==> src/rtl/ws2812_pkg.sv <==
// Shared constants, state encoding and helpers for the WS2812B receiver.
// Driver timing is expressed in 12 MHz clocks (one tick = 4 clocks).
package ws2812_pkg;

    localparam int BITS_PER_PIXEL  = 24;
    localparam int CLKS_PER_TICK   = 4;
    localparam int T0H_CLKS        = 4;
    localparam int T1H_CLKS        = 12;
    localparam int BIT_PERIOD_CLKS = 16;

    typedef enum logic [1:0] {
        SYNC = 2'd0,
        IDLE = 2'd1,
        HIGH = 2'd2,
        LOW  = 2'd3
    } rx_state_e;

    // Increment that sticks at 255 so long frames still report a sane count.
    function automatic logic [7:0] sat_inc8(input logic [7:0] v);
        return (v == 8'hFF) ? v : v + 8'd1;
    endfunction

endpackage

==> src/rtl/ws2812_rx_sync2.sv <==
// Two-flop synchronizer for the asynchronous data line, followed by a
// registered previous-level flop used for rising/falling edge detection.
module sync2 (
    input  logic clk,
    input  logic rst_n,
    input  logic din_i,
    output logic level_o,
    output logic rise_o,
    output logic fall_o
);

    logic meta_q;
    logic sync_q;
    logic prev_q;

    always_ff @(posedge clk or negedge rst_n) begin
        if (!rst_n) begin
            meta_q <= 1'b0;
            sync_q <= 1'b0;
            prev_q <= 1'b0;
        end else begin
            meta_q <= din_i;
            sync_q <= meta_q;
            prev_q <= sync_q;
        end
    end

    assign level_o = sync_q;
    assign rise_o  = sync_q & ~prev_q;
    assign fall_o  = ~sync_q & prev_q;

endmodule

==> src/rtl/ws2812_rx.sv <==
// WS2812B stream receiver: classifies bits by high-pulse width, assembles
// 24-bit pixels with a frame index and reports latch gaps and protocol errors.
module ws2812_rx
    import ws2812_pkg::*;
#(
    parameter int unsigned HIGH_THRESH = 8,
    parameter int unsigned MIN_HIGH    = 2,
    parameter int unsigned MAX_HIGH    = 20,
    parameter int unsigned RESET_CLKS  = 600,
    parameter int unsigned NUM_LEDS    = 60
) (
    input  logic        clk,
    input  logic        rst_n,
    input  logic        din,
    output logic [23:0] pixel_data,
    output logic        pixel_valid,
    output logic [7:0]  pixel_idx,
    output logic        frame_done,
    output logic [7:0]  frame_pixels,
    output logic        frame_err,
    output logic        busy
);

    localparam int HIGH_W = $clog2(MAX_HIGH + 2);
    localparam int LOW_W  = $clog2(RESET_CLKS + 1);
    localparam int BIT_W  = $clog2(BITS_PER_PIXEL);

    localparam logic [HIGH_W-1:0] THRESH_C   = HIGH_W'(HIGH_THRESH);
    localparam logic [HIGH_W-1:0] MIN_HIGH_C = HIGH_W'(MIN_HIGH);
    localparam logic [HIGH_W-1:0] MAX_HIGH_C = HIGH_W'(MAX_HIGH);
    localparam logic [HIGH_W-1:0] HIGH_SAT_C = HIGH_W'(MAX_HIGH + 1);
    localparam logic [LOW_W-1:0]  RESET_C    = LOW_W'(RESET_CLKS);
    localparam logic [BIT_W-1:0]  LAST_BIT_C = BIT_W'(BITS_PER_PIXEL - 1);
    localparam logic [7:0]        NUM_LEDS_C = 8'(NUM_LEDS);

    logic line_level;
    logic line_rise;
    logic line_fall;

    sync2 u_sync2 (
        .clk     (clk),
        .rst_n   (rst_n),
        .din_i   (din),
        .level_o (line_level),
        .rise_o  (line_rise),
        .fall_o  (line_fall)
    );

    rx_state_e           state_q, state_d;
    logic [HIGH_W-1:0]   high_cnt_q, high_cnt_d;
    logic [LOW_W-1:0]    low_cnt_q, low_cnt_d;
    logic [BIT_W-1:0]    bit_cnt_q, bit_cnt_d;
    logic [7:0]          pix_cnt_q, pix_cnt_d;
    logic [23:0]         word_q, word_d;
    logic                busy_q, busy_d;
    logic                pixel_valid_q, pixel_valid_d;
    logic [23:0]         pixel_data_q, pixel_data_d;
    logic [7:0]          pixel_idx_q, pixel_idx_d;
    logic                frame_done_q, frame_done_d;
    logic [7:0]          frame_pixels_q, frame_pixels_d;
    logic                frame_err_q, frame_err_d;

    always_ff @(posedge clk or negedge rst_n) begin
        if (!rst_n) begin
            state_q        <= SYNC;
            high_cnt_q     <= '0;
            low_cnt_q      <= '0;
            bit_cnt_q      <= '0;
            pix_cnt_q      <= '0;
            word_q         <= '0;
            busy_q         <= 1'b0;
            pixel_valid_q  <= 1'b0;
            pixel_data_q   <= '0;
            pixel_idx_q    <= '0;
            frame_done_q   <= 1'b0;
            frame_pixels_q <= '0;
            frame_err_q    <= 1'b0;
        end else begin
            state_q        <= state_d;
            high_cnt_q     <= high_cnt_d;
            low_cnt_q      <= low_cnt_d;
            bit_cnt_q      <= bit_cnt_d;
            pix_cnt_q      <= pix_cnt_d;
            word_q         <= word_d;
            busy_q         <= busy_d;
            pixel_valid_q  <= pixel_valid_d;
            pixel_data_q   <= pixel_data_d;
            pixel_idx_q    <= pixel_idx_d;
            frame_done_q   <= frame_done_d;
            frame_pixels_q <= frame_pixels_d;
            frame_err_q    <= frame_err_d;
        end
    end

    always_comb begin
        state_d        = state_q;
        high_cnt_d     = high_cnt_q;
        low_cnt_d      = low_cnt_q;
        bit_cnt_d      = bit_cnt_q;
        pix_cnt_d      = pix_cnt_q;
        word_d         = word_q;
        busy_d         = busy_q;
        pixel_valid_d  = 1'b0;
        pixel_data_d   = pixel_data_q;
        pixel_idx_d    = pixel_idx_q;
        frame_done_d   = 1'b0;
        frame_pixels_d = frame_pixels_q;
        frame_err_d    = 1'b0;

        case (state_q)
            // Wait for a full latch-length low before trusting bit boundaries.
            SYNC: begin
                if (line_level) begin
                    low_cnt_d = '0;
                end else if (low_cnt_q == RESET_C - LOW_W'(1)) begin
                    low_cnt_d = '0;
                    state_d   = IDLE;
                end else begin
                    low_cnt_d = low_cnt_q + LOW_W'(1);
                end
            end

            IDLE: begin
                if (line_rise) begin
                    state_d    = HIGH;
                    high_cnt_d = HIGH_W'(1);
                    busy_d     = 1'b1;
                end
            end

            HIGH: begin
                if (high_cnt_q > MAX_HIGH_C || (line_fall && high_cnt_q < MIN_HIGH_C)) begin
                    frame_err_d = 1'b1;
                    busy_d      = 1'b0;
                    bit_cnt_d   = '0;
                    pix_cnt_d   = '0;
                    word_d      = '0;
                    low_cnt_d   = '0;
                    state_d     = SYNC;
                end else if (line_fall) begin
                    word_d[bit_cnt_q] = (high_cnt_q >= THRESH_C);
                    if (bit_cnt_q == LAST_BIT_C) begin
                        bit_cnt_d = '0;
                        if (pix_cnt_q < NUM_LEDS_C) begin
                            pixel_valid_d = 1'b1;
                            pixel_data_d  = word_d;
                            pixel_idx_d   = pix_cnt_q;
                        end
                        pix_cnt_d = sat_inc8(pix_cnt_q);
                    end else begin
                        bit_cnt_d = bit_cnt_q + BIT_W'(1);
                    end
                    low_cnt_d = LOW_W'(1);
                    state_d   = LOW;
                end else if (high_cnt_q != HIGH_SAT_C) begin
                    high_cnt_d = high_cnt_q + HIGH_W'(1);
                end
            end

            LOW: begin
                if (line_rise) begin
                    high_cnt_d = HIGH_W'(1);
                    state_d    = HIGH;
                end else if (low_cnt_q == RESET_C) begin
                    // Latch gap: a leftover partial word or too many pixels is an error.
                    frame_err_d    = (bit_cnt_q != '0) || (pix_cnt_q > NUM_LEDS_C);
                    frame_done_d   = 1'b1;
                    frame_pixels_d = pix_cnt_q;
                    bit_cnt_d      = '0;
                    pix_cnt_d      = '0;
                    busy_d         = 1'b0;
                    low_cnt_d      = '0;
                    state_d        = IDLE;
                end else begin
                    low_cnt_d = low_cnt_q + LOW_W'(1);
                end
            end

            default: begin
                state_d = SYNC;
            end
        endcase
    end

    assign pixel_data   = pixel_data_q;
    assign pixel_valid  = pixel_valid_q;
    assign pixel_idx    = pixel_idx_q;
    assign frame_done   = frame_done_q;
    assign frame_pixels = frame_pixels_q;
    assign frame_err    = frame_err_q;
    assign busy         = busy_q;

endmodule

==> config.mk <==
export PLATFORM = sky130hd
export DESIGN_NAME = ws2812_rx
export DESIGN_NICKNAME = d
export VERILOG_FILES = /design/src/rtl/ws2812_pkg.sv /design/src/rtl/ws2812_rx_sync2.sv /design/src/rtl/ws2812_rx.sv
export SDC_FILE = /design/constraint.sdc
export NUM_CORES = 1
export LEC_CHECK = 0
export CAP_MARGIN = 25
export CORE_MARGIN = 5
export CORE_UTILIZATION = 60
export CTS_BUF_LIST = sky130_fd_sc_hd__clkbuf_2
export DETAILED_ROUTE_END_ITERATION = 10
export PLACE_DENSITY = 0.87
export SKIP_CTS_REPAIR_TIMING = 1
export SLEW_MARGIN = 40
export SYNTH_ARGS = -nofsm -noshare
export SYNTH_HDL_FRONTEND = slang
export SYNTH_SLANG_ARGS = --single-unit
==> constraint.sdc <==
create_clock -name clk -period 3.9 [get_ports clk]
set_input_delay 1.17 -clock clk [delete_from_list [all_inputs] [get_ports clk]]
set_output_delay 1.17 -clock clk [all_outputs]
set_load 0.01 [all_outputs]
== After elaboration in Yosys (flattened, before gate mapping) ==
Index checks and enable logic that the tools add are counted.
Widths: inputs -> output; s select.
Storage, ports and cells
  register bits after elaboration: 101
  input port bits: 3
  output and inout bits: 44
  word-level logic and storage cells: 131
Cells by class
  $add $sub $neg: 4
  magnitude comparators: 7
  eq/ne operators: 22
  multiplexer cells: 55
  bitwise logic cells: 6
  reduce and logical (&&, ||, !) cells: 21
Operators with widths (number)
  $mux 10: 6
  $mux 24: 2
  $mux 8: 6
  $mux 5: 9
  $pmux 10 s3: 1
  $bwmux 24: 1
  $eq 10x10->1 const B: 2
  $pmux 5 s2: 2
  $reduce_and 5->1: 4
  $ne 2x2->1 const B: 9
  $mux 1: 16
  $pmux 8 s2: 1
  $mux 2: 7
  $ne 3x3->1 const B: 4
  $add 10x1->10 const B: 1
  $add 5x1->5 const B: 2
  $add 8x1->8 const B: 1
  $eq 8x8->1 const B: 1
  $gt 8x6->1 const B: 1
  $lt 8x6->1 const B: 1
  $pmux 2 s4: 1
  $lt 5x6->1 const B: 1
  $reduce_and 3->1: 2
  $reduce_and 6->1: 1
  23 further kinds: 33

== Depth between registers and ports, before layout ==
Gate-level depths: netlist of run 1.
  word-level depth: 7
  mapped depth: 9
  mapped depth without buffers: 7

== Hierarchy ==
From an unflattened synthesis of run 1, not the netlist that was laid out.
Second synthesis, totals
  cell total of the unflattened synthesis: 525
  area, all modules: 4923.5 um^2
Modules (own cells, without submodules)
  ws2812_rx: instances 1, cells each 520, area each 4833.4 um^2, seq. area each 2427.3 um^2
  sync2: instances 1, cells each 5, area each 90.1 um^2, seq. area each 75.1 um^2

== Worst setup path after synthesis of run 1 ==
Ideal clock, no wire load.
  path kind: reg-to-reg
  from: reg high_cnt_q[1]
  to: reg pixel_data_q[0], in the netlist pixel_data[0]
  setup time: 125 ps
  arrival: 2303 ps
  data required time: 3775 ps
  setup slack: 1472 ps
  stages on the path, launching flop included: 10
  path buffers: 2
  clock period less this slack: 2428 ps
  path through: dfrtp_1 > inv_1 > ha_1 > nor2b_1 > o21a_1 > or4_1 > clkbuf_1 > nor2_2 > buf_2 > mux2_2
On the way
  word-level cells in the longest chain between the ends: 5
  elaborated cells between the ends (all ways): 8
  those cells by class: 3 x order compare; 1 x mux; 1 x bitwise; 3 x reduce/logical
RTL lines
  start: declaration: RTL line ws2812_rx.sv:50  | logic [HIGH_W-1:0] high_cnt_q, high_cnt_d;
  start signal: assignment: RTL line ws2812_rx.sv:80  | high_cnt_q <= high_cnt_d;
  $lt 5x2->1: RTL line ws2812_rx.sv:132  | if (high_cnt_q > MAX_HIGH_C || (line_fall && high_cnt_q < MIN_HIGH_C)) begin
  $logic_and 1x1->1: RTL line ws2812_rx.sv:132
  $logic_or 1x1->1: RTL line ws2812_rx.sv:132
  $not 1->1 (no line)
  $reduce_and 5->1 (no line)
  end signal: assignment: RTL line ws2812_rx.sv:87  | pixel_data_q <= pixel_data_d;
  end: declaration: RTL line ws2812_rx.sv:57  | logic [23:0] pixel_data_q, pixel_data_d;
Several ways; a longest one is shown, not always the timed one.
A chain may end at the register's enable or synchronous reset.

== Final worst setup path of run 1 ==
  from: reg high_cnt_q[1]
  to: reg word_q[4]
On the way
  word-level cells in the longest chain between the ends: 5
  elaborated cells between the ends (all ways): 10
  those cells by class: 3 x order compare; 3 x mux; 4 x reduce/logical
RTL lines
  $lt 5x2->1: RTL line ws2812_rx.sv:132
  $logic_and 1x1->1: RTL line ws2812_rx.sv:132
  $logic_or 1x1->1: RTL line ws2812_rx.sv:132
  $reduce_bool 2->1 (no line)
  $reduce_and 2->1 (no line)
  end signal: assignment: RTL line ws2812_rx.sv:84  | word_q <= word_d;
  end: declaration: RTL line ws2812_rx.sv:54  | logic [23:0] word_q, word_d;
Several ways; a longest one is shown, not always the timed one. The select of a mux whose other input is x is not followed.

==> impl_metrics.env, run 1 <==
export IMPL_outcome="finished, final reports clean"
export IMPL_worstPathMaxFanout=23
export IMPL_setup_tns_ns=0
export IMPL_synth_area_top_cells="dfrtp_1 51%, mux2_2 7.5%, nand2_1 6.6%"
export IMPL_place_inst=616
export IMPL_clock_fmax_ghz=0.3539
export IMPL_vias=3964
export IMPL_setup_ws_ns=1.074
export IMPL_switching_share_pct=25.92
export IMPL_drt_wl_total_um=11140
export IMPL_power_density_nw_per_um2=296.4
export IMPL_setup_violations=0
export IMPL_slew_violations=0
export IMPL_seqPwrFrac_pct=63.6
export IMPL_synth_common_cells="100 x dfrtp_1, 87 x nand2_1, 42 x o21ai_0"
export IMPL_fin_nets=536
export IMPL_cts_buffer_depth=2
export IMPL_nFillCells=632
export IMPL_ios=47
export IMPL_rows=33
export IMPL_yosys_warnings=0
export IMPL_worstReg2RegEnd="word_q[4]"
export IMPL_startpoint_type="register"
export IMPL_synth_top_family_by_area="simple AND/OR/NAND/NOR gates"
export IMPL_required_ns=4.41
export IMPL_synthArstFlopShare_pct=100.0
export IMPL_cts_root_buffer="clkbuf_2"
export IMPL_ys_seq_area_share_pct=50.75
export IMPL_r2r_setup_slack_ns=1.07
export IMPL_fin_cells=632
export IMPL_switchingPower_uw=427.6
export IMPL_syn_area_per_cell_um2=10.08
export IMPL_die_area_um2=10130
export IMPL_cts_tree="done"
export IMPL_first_pass_iters=5
export IMPL_synth_top_area_cell="dfrtp_1"
export IMPL_endpoint_kind="register"
export IMPL_grt_pass1_wl_um=19000
export IMPL_synth_top_area_share_pct=50.75
export IMPL_clkSinkCount=100
export IMPL_dp_hpwl_um=7708
export IMPL_p_clk_share_pct=33.8
export IMPL_post_route_util_pct=68.75
export IMPL_die_y_um=100.7
export IMPL_power_frac_comb_pct=2.7
export IMPL_numCtsBuffers=9
export IMPL_r2r_start="high_cnt_q[1]"
export IMPL_hp_class="register to register"
export IMPL_drc=0
export IMPL_ant_nets=0
export IMPL_core_um2=8093
export IMPL_htree_levels=3
export IMPL_synth_distinct_cells=53
export IMPL_insertion_delay_ns=0.61
export IMPL_syn_inst=489
export IMPL_p_leak_uw=0.002438
export IMPL_grt_antenna_before_repair=0
export IMPL_maxSlewHeadroom_pct=47.24
export IMPL_synth_fa_ha_area_share_pct=2.791
export IMPL_rsz0062_at_grt="no"
export IMPL_synth_nets=503
export IMPL_clk_pin_slew_ns=0.29
export IMPL_irDropWorstVdd_mv=0.1715
export IMPL_grt_pass1_vias=3852
export IMPL_synthMuxAreaShare_pct=8.602
export IMPL_start_util_pct=60.93
export IMPL_hold_violations=0
export IMPL_synth_simple_area_share_pct=18.09
export IMPL_pre_cts_slack_ns=1.138
export IMPL_drt_iter0_drc=368
export IMPL_detail_route_wl_per_cell_um=17.63
export IMPL_synth_edf_count=0
export IMPL_p_int_uw=1222
export IMPL_rr_worst_depth=7
export IMPL_period_minus_slack_ns=2.826
export IMPL_worst_pin_slew_ns=0.7831
export IMPL_grt_ovfl_total=0
export IMPL_antenna_cells=0
export IMPL_grt_max_degree=51
export IMPL_synthXorXnorAreaFrac_pct=0
export IMPL_vias_per_cell=6.272
export IMPL_numPortBuffers=46
export IMPL_crit_arrival_ns=3.34
export IMPL_syn_area_um2=4931
export IMPL_crit_type="register to register"
export IMPL_yosysMostFrequentCell="dfrtp_1"
export IMPL_place_congestion=0.8455
export IMPL_maxCapViolations=0
export IMPL_min_to="u_sync2.level_o"
export IMPL_grt_usage_pct=23.20
export IMPL_min_path_cells=0
export IMPL_synth_compound_area_share_pct=15.71
export IMPL_power_uw=1649
export IMPL_fp_dieW_um=100.7
export IMPL_synth_seq_cells=100
export IMPL_drive_gt1_share_pct=12.33
export IMPL_area_growth_pct=12.84
export IMPL_fin_crit_sh_pct=72.46
export IMPL_ys_flop_type="dfrtp_1"
export IMPL_fin_skew_ns=0.03356
export IMPL_hp_start="u_sync2.meta_q"
registers in the layout (all words and copies together), names as in the netlist, 2 cells and up:
register and cells:
pixel_data 24, word_q 23, low_cnt_q 10, frame_pixels 8, pix_cnt_q 8, pixel_idx 8, bit_cnt_q 5, high_cnt_q 5
state_q 2
metrics by stage:
stage | hold WS (ns) | cell area (um2)
detailed placement | 0.3608 | 5425
floorplan | 0.3312 | 4931
finish | 0.4262 | 5564
global placement | 0.3322 | 5425
CTS | 0.4346 | 5558
global route | 0.4280 | 5564
layout by cell type (no fill, tap or decap), types with 2 or more instances in the layout:
cell type,count
dfrtp_1,100
nand2_1,87
clkdlybuf4s50_1,45
o21ai_0,42
mux2_2,33
nand3_1,29
o221ai_1,23
inv_1,16
nor2b_1,16
nor2_1,12
ha_1,11
clkbuf_2,9
nor3_1,7
a22o_1,7
buf_4,7
a21oi_1,6
or4_1,5
and3_1,4
nand2b_1,4
nor4_1,4
a32o_1,4
nand4_1,3
a211o_1,3
o22ai_1,3
mux2i_1,3
a211oi_1,3
inv_6,3
and3b_1,2
o21a_1,2
nand4b_1,2
nand3b_1,2
a31o_2,2
a32oi_1,2
o31ai_1,2
mux2_1,2
inv_8,2
power by group through the flow:
stage | sequential (uW) | clock, uW | combinational, uW
final | 1050 | 557 | 43.7
after floorplan | 1060 | 0 | 18.1
after global routing | 1050 | 608 | 51.6
after global placement | 1060 | 0 | 43.0
after CTS | 1050 | 567 | 44.7
after detailed placement | 1060 | 0 | 44.8
final cells by class:
class | count | area, um2 | area share (%)
clock buffers | 9 | 45.04 | 0.8095
flip-flops and latches | 100 | 2502 | 44.97
well taps | 105 | 131.4 | 2.361
inverters | 16 | 60.06 | 1.079
clock inverters | 7 | 87.58 | 1.574
multi-input cells | 343 | 2235 | 40.16
repair buffers | 52 | 503.0 | 9.040
critical path, cell delays in order, from the launching register on:
cell	delay, ns
dfrtp_1	0.51
inv_1	0.10
ha_1	0.16
nor2b_1	0.06
o21a_1	0.19
nor4_1	0.66
nand2_1	0.67
o221ai_1	0.40
kinds of logic (layout without fill, tap and decap cells):
kind of cell               Yosys count  in the layout
adders and majority gates           11             11
AOI/OAI and AO/OA                  111            111
DFF                                100            100
and+or+nand+nor                    183            183
buffers and inverters               46             84
muxes                               38             38
how the worst max path moves through the flow:
stage	start	end	cells past startpoint
6_report	high_cnt_q[1]	word_q[4]	7
3_5_place_dp	high_cnt_q[1]	pixel_data[0]	9
4_1_cts	pixel_data[10]	pixel_data[10]	1
2_1_floorplan	high_cnt_q[1]	pixel_data[0]	9
5_1_grt	high_cnt_q[1]	word_q[18]	7
3_3_place_gp	high_cnt_q[1]	pixel_data[0]	9
per-layer routing:
metal	track usage [%]	routed length (um)	up-vias	share of wire (%)
met2	36.25	5407	171	49
met4	8.083	223	0	2.0
met3	4.706	752	28	6.7
met5	0	0	-	0
li1	-	-	1838	-
met1	32.33	4760	1927	43
(Power assumes the default switching activity.)
==> run 2: changes to the inputs <==
--- a/config.mk
+++ b/config.mk
@@ -7,10 +7,10 @@
 export LEC_CHECK = 0
 export CAP_MARGIN = 25
 export CORE_MARGIN = 5
-export CORE_UTILIZATION = 60
+export CORE_UTILIZATION = 59
 export CTS_BUF_LIST = sky130_fd_sc_hd__clkbuf_2
 export DETAILED_ROUTE_END_ITERATION = 10
-export PLACE_DENSITY = 0.87
+export PLACE_DENSITY = 0.86
 export SKIP_CTS_REPAIR_TIMING = 1
 export SLEW_MARGIN = 40
 export SYNTH_ARGS = -nofsm -noshare
==> constraint.sdc (replaced) <==
create_clock -name clk -period 2.7 [get_ports clk]
set_input_delay 0.81 -clock clk [delete_from_list [all_inputs] [get_ports clk]]
set_output_delay 0.81 -clock clk [all_outputs]
set_load 0.01 [all_outputs]
==> impl_metrics.env, run 2 (synthesized netlist as in run 1, its figures left out) <==
export IMPL_first_pass_iters=5
export IMPL_vias=4027
export IMPL_rows=33
export IMPL_r2r_start="high_cnt_q[3]"
export IMPL_grt_antenna_before_repair=0
export IMPL_htree_levels=3
export IMPL_setup_violations=0
export IMPL_largest_reg_flops=24
export IMPL_rsz0062_at_grt="no"
export IMPL_slew_violations=0
export IMPL_worstReg2RegEnd="pix_cnt_q[7]"
export IMPL_die_area_um2=10290
export IMPL_endpoint_kind="register"
export IMPL_crit_arrival_ns=2.93
export IMPL_cts_root_buffer="clkbuf_2"
export IMPL_clock_fmax_ghz=0.4054
export IMPL_period_minus_slack_ns=2.467
export IMPL_worstPathMaxFanout=9
export IMPL_path_cells="or2_4 > or4_4 > and4_4 > or4_1 > a211oi_1"
export IMPL_clkSinkCount=100
export IMPL_p_leak_uw=0.002484
export IMPL_fin_skew_ns=0.04385
export IMPL_hp_class="primary input to asynchronous set/reset pin"
export IMPL_cts_tree="done"
export IMPL_outcome="finished, final reports clean"
export IMPL_ant_nets=0
export IMPL_power_density_nw_per_um2=421.9
export IMPL_hold_violations=0
export IMPL_maxCapViolations=0
export IMPL_setup_tns_ns=0
export IMPL_area_growth_pct=14.62
export IMPL_detail_route_wl_per_cell_um=17.49
export IMPL_crit_type="register to register"
export IMPL_place_congestion=0.8565
export IMPL_maxSlewHeadroom_pct=50.34
export IMPL_die_y_um=101.4
export IMPL_dp_hpwl_um=7709
export IMPL_numCtsBuffers=9
export IMPL_fin_crit_sh_pct=91.36
export IMPL_irDropWorstVdd_mv=0.3450
export IMPL_worst_pin_slew_ns=0.7371
export IMPL_startpoint_type="register"
export IMPL_grt_pass1_vias=4009
export IMPL_fp_dieW_um=101.4
export IMPL_critPathMaxStageDelay_ns=0.54
export IMPL_vias_per_cell=6.292
export IMPL_cts_buffer_depth=2
export IMPL_nFillCells=627
export IMPL_ios=47
export IMPL_grt_ovfl_total=0
export IMPL_r2r_setup_slack_ns=0.23
export IMPL_antenna_cells=0
export IMPL_grt_usage_pct=23.22
export IMPL_fin_nets=545
export IMPL_post_route_util_pct=69.13
export IMPL_slowest_stage="or4_4"
export IMPL_layout_common_cells="100 x dfrtp_1, 87 x nand2_1, 45 x clkdlybuf4s50_1, 42 x o21ai_0, 33 x mux2_2"
export IMPL_final_common_cell="dfrtp_1"
export IMPL_grt_pass1_wl_um=19070
export IMPL_rr_worst_depth=5
export IMPL_required_ns=3.17
export IMPL_drc=0
export IMPL_start_util_pct=60.32
export IMPL_clk_pin_slew_ns=0.27
export IMPL_core_um2=8175
export IMPL_drive_gt1_share_pct=13.27
export IMPL_drt_wl_total_um=11200
export IMPL_grt_max_degree=50
export IMPL_numPortBuffers=46
export IMPL_drt_iter0_drc=396
export IMPL_insertion_delay_ns=0.58
## run 2: cell count changes in the layout (fill, tap and decap cells not counted)
| cell | delta |
|---|---|
| a2bb2oi_1 | +1 |
| a2bb2oi_2 | -1 |
| buf_12 | +2 |
| buf_4 | +7 |
| bufinv_16 | +1 |
| clkinv_1 | +1 |
| clkinvlp_4 | +1 |
| inv_6 | -2 |
| inv_8 | -2 |
## run 2: power by group
| group | internal [uW] | leakage [uW] | total [uW] | switching [uW] |
|---|---|---|---|---|
| logic | 18.6 | 0.00102 | 67.0 | 48.4 |
| registers | 1510 | 0.00139 | 1510 | 5.63 |
| clock network | 303 | 0.0000760 | 804 | 501 |
| total | 1830 | 0.00248 | 2380 | 556 |
## run 2: layout make-up
cell class	count	area [um2]	share of cell area, %
flip-flops and latches	100	2502	44.28
multi-input cells	343	2228	39.43
repair buffers	61	595.6	10.54
well taps	105	131.4	2.325
clock inverters	6	88.84	1.572
inverters	16	60.06	1.063
clock buffers	9	45.04	0.7970
## run 2: worst max path at each step
stage / start / end / slack, ns / cells past startpoint
6_report: high_cnt_q[3] / pix_cnt_q[7] / 0.23 / 5
5_1_grt: high_cnt_q[1] / pixel_idx[1] / 0.08 / 8
4_1_cts: high_cnt_q[1] / pixel_data[21] / 0.24 / 8
3_5_place_dp: high_cnt_q[1] / pixel_data[21] / 0.28 / 8
3_3_place_gp: high_cnt_q[1] / pixel_data[4] / 0.38 / 8
2_1_floorplan: high_cnt_q[1] / pixel_data[0] / 0.27 / 9
## run 2: metrics by stage
| stage | area [um2] | std cells | total power [uW] | setup WS, ns | hold slack [ns] |
|---|---|---|---|---|---|
| after floorplan | 4931 | 489 | 1562 | 0.2725 | 0.3312 |
| after detailed placement | 5518 | 625 | 1606 | 0.2842 | 0.3396 |
| after CTS | 5652 | 640 | 2394 | 0.2385 | 0.07075 |
| final | 5652 | 640 | 2384 | 0.2332 | 0.08460 |
| after global placement | 5518 | 625 | 1603 | 0.3833 | 0.3347 |
| after global routing | 5652 | 640 | 2466 | 0.07538 | 0.06576 |
## run 2: worst max-delay path, delay by kind of cell, from the launching register on
family	cells	cell delay (ns)
AND/OR/NAND/NOR	4	1.59
flip-flops	1	0.53
AO/OA/AOI/OAI	1	0.25
## run 2: metal layers
layer	part of all wire, %	global-route usage (%)
met1	43	30.40
met2	49	37.73
met3	5.5	4.339
met4	2.9	10.43
met5	0	0
==> run 3: changes to the inputs <==
--- a/config.mk
+++ b/config.mk
@@ -6,7 +6,6 @@
 export NUM_CORES = 1
 export LEC_CHECK = 0
 export CAP_MARGIN = 25
-export CORE_MARGIN = 5
 export CORE_UTILIZATION = 59
 export CTS_BUF_LIST = sky130_fd_sc_hd__clkbuf_2
 export DETAILED_ROUTE_END_ITERATION = 10
==> impl_metrics.env, run 3 (synthesized netlist as in run 1, its figures left out) <==
export IMPL_crit_type="register to primary output"
export IMPL_slowest_stage="clkdlybuf4s50_1"
export IMPL_path_delay_family="buffers and inverters"
export IMPL_grt_pass1_wl_um=18460
export IMPL_place_congestion=0.8596
export IMPL_detail_route_wl_per_cell_um=16.77
export IMPL_irDropWorstVdd_mv=0.2773
export IMPL_nFillCells=565
export IMPL_startpoint_type="register"
export IMPL_insertion_delay_ns=0.59
export IMPL_antenna_cells=0
export IMPL_largest_reg_flops=24
export IMPL_final_common_cell="dfrtp_1"
export IMPL_first_pass_iters=5
export IMPL_numPortBuffers=46
export IMPL_period_minus_slack_ns=2.406
export IMPL_grt_max_degree=50
export IMPL_switching_share_pct=26.18
export IMPL_hp_class="primary input to asynchronous set/reset pin"
export IMPL_dp_hpwl_um=7370
export IMPL_grt_antenna_before_repair=0
export IMPL_grt_ovfl_total=0
export IMPL_die_area_um2=8727
export IMPL_grt_usage_pct=27.13
export IMPL_drt_iter0_drc=570
export IMPL_r2r_start="high_cnt_q[1]"
export IMPL_maxSlewHeadroom_pct=58.74
export IMPL_die_y_um=93.42
export IMPL_switchingPower_uw=589.9
export IMPL_numCtsBuffers=9
export IMPL_ant_nets=0
export IMPL_worstReg2RegEnd="pixel_data[8]"
export IMPL_drc=0
export IMPL_clkSinkCount=100
export IMPL_clk_pin_slew_ns=0.29
export IMPL_grt_pass1_vias=4009
export IMPL_power_frac_comb_pct=3.0
export IMPL_rows=32
export IMPL_power_uw=2253
export IMPL_ios=47
export IMPL_start_util_pct=62.52
export IMPL_rsz0062_at_grt="no"
export IMPL_setup_violations=0
export IMPL_clock_fmax_ghz=0.4156
export IMPL_p_leak_uw=0.002465
export IMPL_vias=4010
export IMPL_drive_gt1_share_pct=13.27
export IMPL_r2r_setup_slack_ns=0.30
export IMPL_slew_violations=0
export IMPL_power_density_nw_per_um2=401.6
export IMPL_cts_buffer_depth=2
export IMPL_outcome="finished, final reports clean"
export IMPL_post_route_util_pct=71.11
export IMPL_area_growth_pct=13.75
export IMPL_fin_nets=544
export IMPL_hold_ws_ns=0.1824
export IMPL_vias_per_cell=6.295
export IMPL_cts_tree="done"
export IMPL_rr_worst_depth=8
export IMPL_fin_crit_sh_pct=89.12
export IMPL_critPathMaxStageDelay_ns=0.56
export IMPL_worstPathMaxFanout=2
export IMPL_hold_violations=0
export IMPL_setup_tns_ns=0
export IMPL_path_buf_inv=1
export IMPL_core_um2=7888
export IMPL_htree_levels=3
export IMPL_crit_arrival_ns=1.60
export IMPL_endpoint_kind="primary output"
export IMPL_p_clk_share_pct=29.8
export IMPL_worst_pin_slew_ns=0.6188
export IMPL_layout_common_cells="100 x dfrtp_1, 87 x nand2_1, 45 x clkdlybuf4s50_1, 41 x o21ai_0, 33 x mux2_2"
export IMPL_required_ns=1.89
export IMPL_p_int_uw=1663
export IMPL_fp_dieW_um=93.42
export IMPL_seqPwrFrac_pct=67.2
export IMPL_path_cells="clkdlybuf4s50_1"
export IMPL_maxCapViolations=0
export IMPL_cts_root_buffer="clkbuf_2"
export IMPL_fin_skew_ns=0.02212
export IMPL_drt_wl_total_um=10680
[run 3: cell count changes in the layout (fill, tap and decap cells not counted)]
cell	before	now
bufinv_16	2	0
o21ai_1	1	2
buf_4	14	13
inv_8	0	1
o21ai_0	42	41
clkinv_4	1	2
inv_6	1	2
[run 3: power groups by stage]
stage,combinational [uW],clock [uW],sequential [uW]
global route,77.7,742,1520
floorplan,26.1,0,1540
CTS,69.4,691,1510
detailed placement,69.4,0,1540
global placement,66.5,0,1540
finish,67.0,672,1510
[run 3: area by class of cell]
| cell class | instances | area, um2 | area share, % |
|---|---|---|---|
| clock inverter | 7 | 57.56 | 1.026 |
| clock buffer | 9 | 45.04 | 0.8030 |
| sequential | 100 | 2502 | 44.61 |
| inverter | 16 | 60.06 | 1.071 |
| timing repair buffer | 60 | 588.1 | 10.48 |
| tap | 102 | 127.6 | 2.275 |
| multi-input combinational | 343 | 2228 | 39.73 |
[run 3: worst max-delay path by stage]
stage	from	endpoint	slack (ns)	cells after the start
floorplan	high_cnt_q[1]	pixel_data[0]	0.27	9
global placement	high_cnt_q[1]	pixel_data[22]	0.42	8
detailed placement	high_cnt_q[1]	pixel_data[20]	0.34	8
CTS	pixel_data[23]	pixel_data[23]	0.27	1
global route	high_cnt_q[1]	pixel_data[16]	0.18	8
finish	pixel_data[23]	pixel_data[23]	0.29	1
[run 3: routing by layer]
metal  global-route usage [%]  routed length (um)  vias up
met5                        0                   0        -
met2                    42.83                5122      162
met4                    8.846                 198        0
met3                    6.179                 706       24
li1                         -                   -     1860
met1                    37.33                4655     1964
[run 3: stage by stage]
step           cell area [um2]  cells  setup slack, ns
5_1_grt                   5609    637           0.1816
2_1_floorplan             4931    489           0.2725
3_3_place_gp              5507    621           0.4164
4_1_cts                   5609    637           0.2651
3_5_place_dp              5507    621           0.3411
6_report                  5609    637           0.2938
